**config.mk**
```make
export PLATFORM = sky130hd
export DESIGN_NAME = apb_req_arbiter
export DESIGN_NICKNAME = d
export VERILOG_FILES = /design/src/rtl/apb_req_arbiter.sv
export SDC_FILE = /design/constraint.sdc
export NUM_CORES = 1
export LEC_CHECK = 0
export CORE_AREA = 2 2 157 159
export DETAILED_ROUTE_END_ITERATION = 10
export DIE_AREA = 0 0 159 161
export GPL_TIMING_DRIVEN = 0
export SYNTH_ARGS = -nofsm -noshare
export SYNTH_HDL_FRONTEND = slang
export SYNTH_SLANG_ARGS = --single-unit
```
**constraint.sdc**
```tcl
create_clock -name PCLK -period 2.3 [get_ports PCLK]
set_input_delay 0.575 -clock PCLK [delete_from_list [all_inputs] [get_ports PCLK]]
set_output_delay 0.575 -clock PCLK [all_outputs]
set_load 0.005 [all_outputs]
```
**src/rtl/apb_req_arbiter.sv**
```systemverilog
// Round-robin arbiter that serialises single-beat requests from NUM_REQ
// requesters onto one APB master port, bounding PREADY stalls with a timeout.
module apb_req_arbiter #(
  parameter int NUM_REQ        = 4,
  parameter int ADDR_WIDTH     = 32,
  parameter int DATA_WIDTH     = 32,
  parameter int TIMEOUT_CYCLES = 16
) (
  input  logic                          PCLK,
  input  logic                          PRESET,
  input  logic [NUM_REQ-1:0]            req_valid,
  input  logic [NUM_REQ-1:0]            req_write,
  input  logic [NUM_REQ*ADDR_WIDTH-1:0] req_addr,
  input  logic [NUM_REQ*DATA_WIDTH-1:0] req_wdata,
  output logic [NUM_REQ-1:0]            req_ready,
  output logic [NUM_REQ-1:0]            rsp_valid,
  output logic [DATA_WIDTH-1:0]         rsp_rdata,
  output logic                          rsp_error,
  output logic [ADDR_WIDTH-1:0]         PADDR,
  output logic [DATA_WIDTH-1:0]         PWDATA,
  output logic                          PWRITE,
  output logic                          PSEL,
  output logic                          PENABLE,
  input  logic [DATA_WIDTH-1:0]         PRDATA,
  input  logic                          PREADY,
  input  logic                          PSLVERROR
);

  localparam int IDX_W = $clog2(NUM_REQ);
  localparam int TMO_W = (TIMEOUT_CYCLES > 1) ? $clog2(TIMEOUT_CYCLES) : 1;

  typedef enum logic [1:0] {S_IDLE, S_SETUP, S_ACCESS, S_RESP} state_e;

  state_e                  state_q;
  logic [IDX_W-1:0]        rr_ptr_q;
  logic [IDX_W-1:0]        gnt_idx_q;
  logic [TMO_W-1:0]        tmo_cnt_q;
  logic [NUM_REQ-1:0]      req_ready_q;
  logic [NUM_REQ-1:0]      rsp_valid_q;
  logic [DATA_WIDTH-1:0]   rsp_rdata_q;
  logic                    rsp_error_q;
  logic [ADDR_WIDTH-1:0]   paddr_q;
  logic [DATA_WIDTH-1:0]   pwdata_q;
  logic                    pwrite_q;
  logic                    psel_q;
  logic                    penable_q;

  logic [IDX_W-1:0]        winner_d;
  logic [IDX_W-1:0]        rr_ptr_d;
  logic                    timeout_hit;

  function automatic logic [IDX_W-1:0] rr_index(input logic [IDX_W-1:0] base,
                                                input int offset);
    int sum;
    sum = int'(base) + offset;
    if (sum >= NUM_REQ) sum = sum - NUM_REQ;
    return IDX_W'(sum);
  endfunction

  // Scan from the farthest offset down so the nearest requester to rr_ptr wins.
  // NOTE: every signal driven here gets a default first so no latch is inferred.
  always_comb begin
    winner_d = '0;
    for (int i = NUM_REQ - 1; i >= 0; i--) begin
      if (req_valid[rr_index(rr_ptr_q, i)]) winner_d = rr_index(rr_ptr_q, i);
    end
    rr_ptr_d = (winner_d == IDX_W'(NUM_REQ - 1)) ? '0 : winner_d + IDX_W'(1);
  end

  always_comb begin
    timeout_hit = 1'b0;
    if (TIMEOUT_CYCLES != 0) timeout_hit = (tmo_cnt_q == TMO_W'(TIMEOUT_CYCLES - 1));
  end

  // NOTE: reset is synchronous and clears every register, outputs included;
  // state updates use non-blocking assignments only.
  always_ff @(posedge PCLK) begin
    if (PRESET) begin
      state_q     <= S_IDLE;
      rr_ptr_q    <= '0;
      gnt_idx_q   <= '0;
      tmo_cnt_q   <= '0;
      req_ready_q <= '0;
      rsp_valid_q <= '0;
      rsp_rdata_q <= '0;
      rsp_error_q <= 1'b0;
      paddr_q     <= '0;
      pwdata_q    <= '0;
      pwrite_q    <= 1'b0;
      psel_q      <= 1'b0;
      penable_q   <= 1'b0;
    end else begin
      req_ready_q <= '0;
      rsp_valid_q <= '0;
      case (state_q)
        S_IDLE: begin
          if (|req_valid) begin
            paddr_q     <= req_addr[int'(winner_d)*ADDR_WIDTH +: ADDR_WIDTH];
            pwdata_q    <= req_wdata[int'(winner_d)*DATA_WIDTH +: DATA_WIDTH];
            pwrite_q    <= req_write[winner_d];
            psel_q      <= 1'b1;
            penable_q   <= 1'b0;
            req_ready_q <= NUM_REQ'(1) << winner_d;
            gnt_idx_q   <= winner_d;
            rr_ptr_q    <= rr_ptr_d;
            state_q     <= S_SETUP;
          end
        end
        S_SETUP: begin
          penable_q <= 1'b1;
          tmo_cnt_q <= '0;
          state_q   <= S_ACCESS;
        end
        S_ACCESS: begin
          if (PREADY) begin
            rsp_rdata_q <= pwrite_q ? '0 : PRDATA;
            rsp_error_q <= PSLVERROR;
            psel_q      <= 1'b0;
            penable_q   <= 1'b0;
            rsp_valid_q <= NUM_REQ'(1) << gnt_idx_q;
            state_q     <= S_RESP;
          end else if (timeout_hit) begin
            rsp_rdata_q <= '0;
            rsp_error_q <= 1'b1;
            psel_q      <= 1'b0;
            penable_q   <= 1'b0;
            rsp_valid_q <= NUM_REQ'(1) << gnt_idx_q;
            state_q     <= S_RESP;
          end else begin
            tmo_cnt_q <= tmo_cnt_q + TMO_W'(1);
          end
        end
        S_RESP:  state_q <= S_IDLE;
        default: state_q <= S_IDLE;
      endcase
    end
  end

  assign req_ready = req_ready_q;
  assign rsp_valid = rsp_valid_q;
  assign rsp_rdata = rsp_rdata_q;
  assign rsp_error = rsp_error_q;
  assign PADDR     = paddr_q;
  assign PWDATA    = pwdata_q;
  assign PWRITE    = pwrite_q;
  assign PSEL      = psel_q;
  assign PENABLE   = penable_q;

endmodule
```
==> impl_summary.txt, run 1 <==
----------------------------------------------------
[Detailed routing]
  Total DRC errors in the routed layout ... 0
  Routed len/inst ... 18.65 um
  Total wirelength of the detailed-routed design ... 25,760 um
  Vias after detailed routing ... 6,296
  1st-pass router iterations ... 4
  DRT iter0 DRCs ... 258
  Remaining antenna violation count ... 0
  DR vias/cell ... 4.559

[Critical path]
  Start-to-end type of the worst setup path ... input port to register
  Data arrival, critical path ... 2.44 ns
  Kind of end point of the critical path ... register
  Required @ worst endpoint ... 2.64 ns
  Register-to-register setup slack ... 0.25 ns
  Logic depth of the worst setup path including buffers ... 7
  Family with the most delay on the worst path ... buffers and inverters
  Slowest cell delay on critical path ... 0.47 ns
  Most used cell along the critical path ... sky130_fd_sc_hd__clkbuf_1
  R2R cell count ... 9
  Buf/Inv on CP ... 3
  Type of origin of the critical path ... input port
  Crit-path cells ... clkdlybuf4s50_1 -> a31oi_1 -> nand2b_1 -> clkbuf_1 -> clkbuf_1 -> nand2_1 -> a21oi_1
  Maximum fanout count along the critical path ... 10
  Cell type of the slowest stage on the worst timing path ... sky130_fd_sc_hd__clkdlybuf4s50_1

[Synth]
  Synth async-reset ratio ... 0
  Area of the mapped netlist ... 5766 um^2
  Area share of the largest cell type after synthesis ... 0.4097
  Yosys warnings ... 0
  Leading cell types by total area after synthesis ... sky130_fd_sc_hd__dfxtp_1 (41%), sky130_fd_sc_hd__mux2i_1 (23%), sky130_fd_sc_hd__o221ai_1 (8.7%)
  Average instance area after synthesis ... 9.390 um^2
  Number of enable flip-flop cells after synthesis ... 0
  Synth Net Count ... 920
  Synthesized instance count ... 614
  Ys flop type ... sky130_fd_sc_hd__dfxtp_1
  Top post-synthesis cells by count ... sky130_fd_sc_hd__mux2i_1 (133), sky130_fd_sc_hd__dfxtp_1 (118), sky130_fd_sc_hd__nand2_1 (105)
  Top-count cell post-synth ... sky130_fd_sc_hd__mux2i_1
  Cell type with the largest total area after synthesis ... sky130_fd_sc_hd__dfxtp_1
  Flip-flop and latch count after synthesis ... 118
  Part of the Yosys area used for sequential elements ... 0.4097
  Synth unique cells ... 34

[Placement]
  Number of port buffers ... 407
  Final HPWL DP ... 20,550 um
  Gp weighted congestion ... 0.8197

[STA]
  Share of the cycle needed by the critical path after routing ... 0.9128
  Post-route setup TNS ... 0 ns
  FMAX ... 0.4763 GHz
  Final number of setup-violating endpoints ... 0
  Hold Fails Final Rpt ... 0
  Worst-case clock skew ... 0.009846 ns
  Final critical path time including I/O delays and setup ... 2.099 ns
  Worst hold-check slack ... 0.4480 ns
  Relative slew slack ... 0.6459
  Number of slew-limit violations in the final report ... 0
  RSZ-0062 raised after global routing ... no
  Transition time at the pin with the least slew margin ... 0.5312 ns

[Clocking]
  Post-CTS setup buffer count ... 0
  Clock slew at reported path FFs ... 0.06 ns
  TritonCTS clock tree ... yes
  Clock insertion delay at the later pin of the skew report ... 0.42 ns
  Post-CTS Hold Buffers ... 0
  Buffers from clock root to sink, at most ... 2
  Sink Count ... 118
  Number of buffers added by the clock tree synthesis step ... 17
  Library cell used as clock root buffer ... sky130_fd_sc_hd__clkbuf_16
  Number of H-tree levels ... 4

[Pwr]
  Power per unit of standard cell area ... 955.9 nW/um^2
  Worst IR drop on VDD ... 0.4474 mV
  Total chip power ... 10.47 mW
  Static Leak ... 4.117 nW

[Flow run]
  # Max-Cap Violations ... 0

[Global routing]
  Antenna violations before repair ... 5
  Global-route total usage across every layer ... 0.1984
  Pin count of the biggest net entering global routing ... 17
  Overflow after GRT ... 0
  Via count of the first global-routing pass ... 6,637
  Wire length of the first global-routing pass ... 39,250 um

[Floorplan]
  Starting utilization of the core area ... 0.2406
  DIE WIDTH ... 159 um
  Die outline height ... 161 um
  Core Rows ... 57
  Placeable Area ... 23,960 um^2
  Die footprint ... 25,600 um^2
  Top Ports ... 408

[Final layout]
  Area overhead of the layout relative to synthesis ... 90.06%
  Fill cell instance count of the final layout ... 2,375
  Layout cells sized above 1 ... 0.07787
  NumNets Final ... 1,346

[Run status]
  Result of the run ... finished clean

[Min path]
  Worst hold-check path type ... register to register
  Hold Path Stages ... 2

----------------------------------------------------
## stage by stage
stage                     setup slack [ns]  utilization  instance area, um^2  instances
final                               0.2005       0.4573                10960       1381
after global routing               0.03136       0.4572                10960       1380
after CTS                       -0.0002145       0.4544                10890       1377
after detailed placement           -0.7045       0.4275                10240       1345
after global placement             -0.6824       0.4275                10240       1345
after floorplan                     0.3224            -                 5766        614
## worst min-delay path: stages (launching register included)
cell and delay, ns:
sky130_fd_sc_hd__dfxtp_1 0.31, sky130_fd_sc_hd__nand2_1 0.05, sky130_fd_sc_hd__a21oi_1 0.05
## flip-flops by register name, summed over array words and instances (netlist names)
| register | flops |
|---|---|
| PADDR | 32 |
| PENABLE | 1 |
| PSEL | 1 |
| PWDATA | 32 |
| PWRITE | 1 |
| gnt_idx_q | 2 |
| req_ready | 4 |
| rr_ptr_q | 2 |
| rsp_error | 1 |
| rsp_rdata | 32 |
| rsp_valid | 4 |
| state_q | 2 |
| tmo_cnt_q | 4 |
## repair_timing
item | 4_1_cts | 5_1_grt
resized for setup | 17 | 19
endpoints found under the setup margin | 65 | 61
pin swaps | 1 | 0
endpoints found under the hold margin | 0 | 0
## cells in the final DEF (no fill, tap or decap), types with 2 or more instances in the layout
| cell type | count |
|---|---|
| sky130_fd_sc_hd__buf_4 | 5 |
| sky130_fd_sc_hd__o221ai_2 | 8 |
| sky130_fd_sc_hd__clkbuf_2 | 3 |
| sky130_fd_sc_hd__o221ai_1 | 57 |
| sky130_fd_sc_hd__diode_2 | 4 |
| sky130_fd_sc_hd__nor2b_1 | 4 |
| sky130_fd_sc_hd__inv_1 | 6 |
| sky130_fd_sc_hd__a21oi_1 | 37 |
| sky130_fd_sc_hd__buf_1 | 2 |
| sky130_fd_sc_hd__nand2b_1 | 4 |
| sky130_fd_sc_hd__nor2_1 | 21 |
| sky130_fd_sc_hd__dfxtp_1 | 118 |
| sky130_fd_sc_hd__nor3_1 | 5 |
| sky130_fd_sc_hd__buf_6 | 9 |
| sky130_fd_sc_hd__a211oi_1 | 3 |
| sky130_fd_sc_hd__clkdlybuf4s50_1 | 403 |
| sky130_fd_sc_hd__clkinvlp_4 | 5 |
| sky130_fd_sc_hd__ha_1 | 6 |
| sky130_fd_sc_hd__buf_2 | 14 |
| sky130_fd_sc_hd__bufinv_16 | 2 |
| sky130_fd_sc_hd__clkbuf_8 | 2 |
| sky130_fd_sc_hd__and2_1 | 2 |
| sky130_fd_sc_hd__nand2_1 | 105 |
| sky130_fd_sc_hd__mux2i_1 | 131 |
| sky130_fd_sc_hd__clkinv_2 | 2 |
| sky130_fd_sc_hd__clkbuf_16 | 17 |
| sky130_fd_sc_hd__buf_8 | 2 |
| sky130_fd_sc_hd__dlymetal6s2s_1 | 4 |
| sky130_fd_sc_hd__clkbuf_4 | 4 |
| sky130_fd_sc_hd__clkbuf_1 | 18 |
| sky130_fd_sc_hd__nand3_1 | 34 |
## layer usage
metal | up-vias | GRT usage | routed length, um
met2 | 246 | 0.3399 | 12720
met5 | - | 0 | 13
met4 | 2 | 0.06074 | 421
li1 | 3102 | - | -
met1 | 2920 | 0.2281 | 10350
met3 | 26 | 0.07884 | 2252
## logic make-up after synthesis
family / Yosys count / share of synthesized area
adder cells (fa/ha/maj): 6 / 0.01302
buffers and inverters: 61 / 0.05469
AO/OA/AOI/OAI: 112 / 0.1528
XOR/XNOR: 2 / 0.003039
AND/OR/NAND/NOR: 181 / 0.1339
flip-flops: 118 / 0.4097
multiplexers: 134 / 0.2329
## layout make-up
type / instances / area (um^2) / share of cell area
antenna: 4 / 10.01 / 0.0009135
buffer: 55 / 351.6 / 0.03208
clock buffer: 21 / 460.4 / 0.04202
clock inverter: 11 / 125.1 / 0.01142
inverter: 6 / 22.52 / 0.002055
multi-input combinational: 435 / 3137 / 0.2863
sequential: 118 / 2362 / 0.2156
tap: 324 / 405.4 / 0.03699
timing repair buffer: 407 / 4084 / 0.3727
## where the power goes
part           internal (mW)  switching (mW)
sequential              2.68           0.361
combinational           2.64            2.13
clock                   1.65            1.00
## worst paths after layout
kind,to,start
hold reg to reg,rsp_rdata[26],rsp_rdata[26]
setup / recovery,rsp_rdata[15],PREADY
setup reg to reg,PADDR[23],state_q[0]
hold / removal,rsp_rdata[26],rsp_rdata[26]
No activity file was read; power rests on OpenSTA's default activity.
==> inputs of run 2 (changes only) <==
CTS_CLUSTER_SIZE = 10   (was unset)
==> results of run 2 <==
Final layout, timing and power as in run 1 (identical DEF).
